$ cat config.mk
export PLATFORM = sky130hd
export DESIGN_NAME = counter_mod_n
export DESIGN_NICKNAME = d
export VERILOG_FILES = /design/src/rtl/counter_mod_n.sv
export SDC_FILE = /design/constraint.sdc
export NUM_CORES = 1
export LEC_CHECK = 0
export CORE_AREA = 2 2 39 41
export DETAILED_ROUTE_END_ITERATION = 12
export DIE_AREA = 0 0 41 43
export GPL_TIMING_DRIVEN = 1
export SETUP_SLACK_MARGIN = 0.5
export SLEW_MARGIN = 20
export SYNTH_ARGS = -nofsm -noshare
export SYNTH_HDL_FRONTEND = slang
export SYNTH_SLANG_ARGS = --single-unit
$ cat constraint.sdc
create_clock -name clk -period 0.9 [get_ports clk]
set_input_delay 0.135 -clock clk [delete_from_list [all_inputs] [get_ports clk]]
set_output_delay 0.135 -clock clk [all_outputs]
set_load 0.03 [all_outputs]
$ cat src/rtl/counter_mod_n.sv
// Modulo-(MAX+1) up/down digit counter with clear, clamped parallel load and
// same-cycle carry/borrow outputs for building cascaded digit chains.
module counter_mod_n #(
  parameter int WIDTH = 4,
  parameter int MAX   = 5
) (
  input  logic             clk,
  input  logic             reset,
  input  logic             clear,
  input  logic             load,
  input  logic [WIDTH-1:0] load_value,
  input  logic             carry_in,
  input  logic             down,
  output logic [WIDTH-1:0] value,
  output logic             carry_out,
  output logic             borrow_out,
  output logic             load_err
);

  if (MAX < 1 || MAX > (2 ** WIDTH) - 1) begin : g_bad_max
    $error("counter_mod_n: MAX=%0d outside 1..2**WIDTH-1 for WIDTH=%0d", MAX, WIDTH);
  end

  localparam logic [WIDTH-1:0] MAX_V = WIDTH'(MAX);
  localparam logic [WIDTH-1:0] ONE_V = WIDTH'(1);

  logic [WIDTH-1:0] value_q, value_d;
  logic             load_err_q, load_err_d;

  always_comb begin
    value_d    = value_q;
    load_err_d = 1'b0;
    if (clear) begin
      value_d = '0;
    end else if (load) begin
      if (load_value > MAX_V) begin
        value_d    = MAX_V;
        load_err_d = 1'b1;
      end else begin
        value_d = load_value;
      end
    end else if (carry_in) begin
      if (down) begin
        value_d = (value_q == '0) ? MAX_V : value_q - ONE_V;
      end else begin
        value_d = (value_q == MAX_V) ? '0 : value_q + ONE_V;
      end
    end
  end

  always_ff @(posedge clk or negedge reset) begin
    if (!reset) begin
      value_q    <= '0;
      load_err_q <= 1'b0;
    end else begin
      value_q    <= value_d;
      load_err_q <= load_err_d;
    end
  end

  // Wrap flags are combinational so the next digit steps on the same edge.
  assign carry_out  = carry_in & ~down & ~clear & ~load & (value_q == MAX_V);
  assign borrow_out = carry_in &  down & ~clear & ~load & (value_q == '0);
  assign value      = value_q;
  assign load_err   = load_err_q;

endmodule
======== Yosys cells after proc, flatten, opt, wreduce, memory -nomap -nowiden ========
Index checks and enable logic that the tools add are counted.
word-level totals
  bits in writable memories ............... 0
  input bits .............................. 10
  output and inout bits ................... 7
  register bits after elaboration ......... 5
  ROM bits ................................ 0
  latch bits .............................. 0
  logic and storage cells ................. 29
  memories ................................ 0
operators by class
  div/mod/pow operators ................... 0
  order comparisons ....................... 1
  reductions and logical operators ........ 2
  shifts and indexed selects .............. 0
  bitwise logic cells ..................... 11
  equal/unequal tests ..................... 1
  muxes and demuxes ....................... 10
  multipliers ............................. 0
  $add $sub $neg .......................... 2
operator list
  cell                                                                   number
  4-bit 2-to-1 mux                                                       7
  1-bit bitwise AND                                                      8
  4-bit by 1-bit adder with 4-bit output (second input constant)         1
  4-bit by 3-bit == test with 1-bit output (second input constant)       1
  4-bit by 3-bit > comparator with 1-bit output (second input constant)  1
  4-bit logical NOT                                                      1
  4-bit by 1-bit subtractor with 4-bit output (second input constant)    1
  1-bit 2-to-1 mux                                                       3
  1-bit NOT                                                              3
  3-bit nonzero test                                                     1

======== Logic depth before layout (Yosys ltp) ========
  depth in word-level cells ............... 6
  gate-level depth with buffers ........... 4
  mapped depth without buffers ............ 3

======== Worst setup path after synthesis ========
Ideal clock, no wire load.
  path type ............................... reg-to-output
  from .................................... register value_q[1] (netlist: value[1])
  to ...................................... output borrow_out
  path buffers ............................ 0
  data arrival time ....................... 1.749 ns
  slack ................................... -0.984 ns
  required time ........................... 0.765 ns
  stages on the path, launching flop included .. 3
  path through ............................ dfrtp_1 nand3b_2 nor4_1
between the ends
  cells in the longest elaborated chain, start to end .. 2
RTL lines
  element                   line  source
  start: declaration        27    logic [WIDTH-1:0] value_q, value_d;
  start signal: assignment  56    value_q <= value_d;
  4-bit logical NOT         63    assign borrow_out = carry_in & down & ~clear & ~load & (value_q == '0);
  1-bit bitwise AND         63
  end: declaration          16    output logic borrow_out,
No other way between the ends.

======== Final worst setup path ========
Ends and elaborated chain as after synthesis.

==> results by group <==
Status
  • Status: finished, violations left
  • Failing checks: setup timing

Routing
  • DRT antenna net count: 0
  • Post-route DRC: 0
  • DRT iter0 DRCs: 4
  • Final wirelength: 1180 um
  • Wire length per cell: 12.9 um
  • Via count: 450
  • First drt pass iteration count: 4
  • Via/cell ratio: 4.89

STA
  • Max Clk Rate: 0.723 GHz
  • Setup TNS: -3.32 ns
  • Final period util: 1.54
  • Worst hold slack: 0.119 ns
  • Setup violations, final: 11
  • Fin worst setup slack: -0.484 ns
  • Worst slew pin tran: 0.290 ns
  • Clock skew: 0.00672 ns
  • Pins Over Slew Limit: 0
  • Tmin final: 1.38 ns
  • Hold Vio Cnt, Final: 0
  • Slew Limit Headroom: 0.807
  • RSZ-0062 raised after global routing: true

Setup path
  • CP required: 0.76 ns
  • Critical Path AT: 1.25 ns
  • Slowest cell delay on critical path: 0.41 ns
  • Crit path max-delay cell type: dfrtp_2
  • Setup Crit Path Kind: reg -> out
  • Crit path max fanout: 3
  • CP Capture Type: output pin
  • Critical path, cell by cell: nand3b_4 -> nor4_4 -> buf_6
  • Startpoint Class: register

Min path
  • Min-delay worst type: in -> async

Floorplan
  • Full die area: 1760 um^2
  • Row cnt: 14
  • Die X: 41 um
  • Num ports: 17
  • Die H: 43 um
  • Initial core utilization: 0.279
  • Core Footprint: 1380 um^2

Final layout
  • # fillers: 129
  • Most frequent cells in the layout: buf_6, buf_4, dfrtp_2
  • Antenna cell count: 0
  • Final core area utilization: 0.595
  • Nets@finish: 87
  • Commonest non-fill, non-tap cell in the layout: buf_6
  • Fraction of layout cells with a size suffix above 1: 0.645
  • Post-layout instance area: 823 um^2
  • Area Growth Syn to Fin: 113%
  • Final cell count without fillers: 92

Synth
  • Top cells by area, synth: dfrtp_1, nand2b_1, nor2_1
  • Largest family of logic cells by synthesized area: simple AND/OR/NAND/NOR gates
  • Top FF cell, synth: dfrtp_1
  • Synthesized area: 387 um^2
  • Cells after Synth: 41
  • Post-synthesis sequential area ratio: 0.324
  • Synth warn: 0
  • Yosys top cell area share: 0.324
  • Synth Area in XOR/XNOR: 0.0453
  • Syn_area_per_cell: 9.43 um^2
  • Flops & latches, synth: 5
  • Post-synthesis adder-cell area fraction: 0
  • Yosys cell types: 28
  • Async set-reset flop share out of synthesis: 1.00
  • Post-Syn Nets: 51
  • Post-synth EDFFs: 0
  • Synth area leader: dfrtp_1
  • Multiplexer area fraction after synthesis: 0
  • Synth Area in Simple Gates: 0.343
  • Compound-cell area share of the yosys netlist: 0.230

Global routing
  • Grt total ovfl: 0
  • Pin count of the biggest net entering global routing: 10
  • GRT Total Usage: 0.154
  • Met2 GRT Util: 0.253
  • Initial antenna violation count: 0
  • M1 GR Usage: 0.166
  • Vias in the first global route: 410
  • GRT Max-Usage Layer: met2
  • Grt met3 use: 0.0314
  • First-pass GRT wire length: 1750 um

Clock tree
  • Root Buffer: clkbuf_4
  • Cts hold-fix bufs: 0
  • Num CTS Buffers: 3
  • Clk slew on worst S/H paths: 0.05 ns
  • Clk buf depth: 2
  • Clk sinks: 5
  • H-tree level count: 1
  • CTS tree: yes
  • Clk_lat worst skew: 0.25 ns

Pwr
  • Sw Ratio: 0.317
  • Clock network power share: 0.327
  • Part of the power in registers: 0.299
  • Combinational Power Share: 0.374
  • Power density cells: 1050 nW/um^2
  • Peak supply drop: 0.796 mV
  • Leak: 0.367 nW
  • Switching power: 274 uW
  • Internal Power: 590 uW

Placed design
  • Area post-placement: 664 um^2
  • Port buffer count: 16
  • Detail Placement HPWL: 819 um
  • GP Congestion: 0.738
  • Placed cell count: 80

Job
  • Number of max-cap violations: 0
## path summary, 6_finish.rpt
path	from	end	slack, ns	cells after the start
setup / recovery	value[1]	borrow_out	-0.48	3
hold reg to reg	value[1]	value[1]	0.70	2
min in group clk	load_value[1]	value[1]	0.23	3
hold / removal	reset	load_err	0.12	1
max in group asynchronous	reset	value[2]	0.55	1
setup reg to reg	value[1]	value[2]	-0.44	5
## cells in the mapped netlist (all sizes together), types with 2 or more instances
master,number
nand2b,3
nor2,5
o211ai,2
inv,3
nor4,2
nand2,2
dfrtp,5
## worst max-delay path: cells and delay by family (launching register included)
kind	cells	cell delay, ns
flops	1	0.41
buf+inv	1	0.16
simple gates	2	0.42
## power by group through the flow
stage | Clock (mW) | Combinational, mW | Sequential (mW)
floorplan | 0 | 0.107 | 0.292
global placement | 0 | 0.254 | 0.267
detailed placement | 0 | 0.255 | 0.267
CTS | 0.282 | 0.314 | 0.258
global route | 0.309 | 0.345 | 0.260
finish | 0.282 | 0.323 | 0.258
## final cells by class
type / instances / area [um^2] / share of cell area
multi-input combinational: 32 / 322 / 0.391
clock buffer: 4 / 26.3 / 0.0319
sequential: 5 / 131 / 0.160
inverter: 3 / 11.3 / 0.0137
timing repair buffer: 32 / 313 / 0.380
tap: 16 / 20.0 / 0.0243
## layer usage
layer | vias up | wire, um | part of all wire
met4 | 0 | 14 | 0.012
li1 | 229 | - | -
met1 | 207 | 466 | 0.39
met2 | 12 | 666 | 0.56
met3 | 2 | 35 | 0.030
met5 | - | 0 | 0
## sequential cells by signal, indices dropped and copies added, names as in the netlist
| register | cells |
|---|---|
| value | 4 |
| load_err | 1 |
## per-stage QoR
stage / power (mW) / setup WS, ns
6_report: 0.863 / -0.484
3_3_place_gp: 0.522 / -0.531
3_5_place_dp: 0.522 / -0.537
2_1_floorplan: 0.399 / -0.334
4_1_cts: 0.853 / -0.480
5_1_grt: 0.913 / -0.539
## logic make-up (layout without fill, tap and decap cells)
group	after synthesis	in the layout
buffers and inverters	4	39
and+or+nand+nor	20	20
DFF	5	5
xor gates and xnor gates	2	2
AOI/OAI and AO/OA	10	10
## timing repair
| item | in CTS | in global routing |
|---|---|---|
| buffers inserted | 5 | 3 |
| pin swaps | 5 | 6 |
| setup endpoints to repair | 12 | 12 |
| resized for setup | 33 | 7 |
Power figures use the tool's default switching activity.
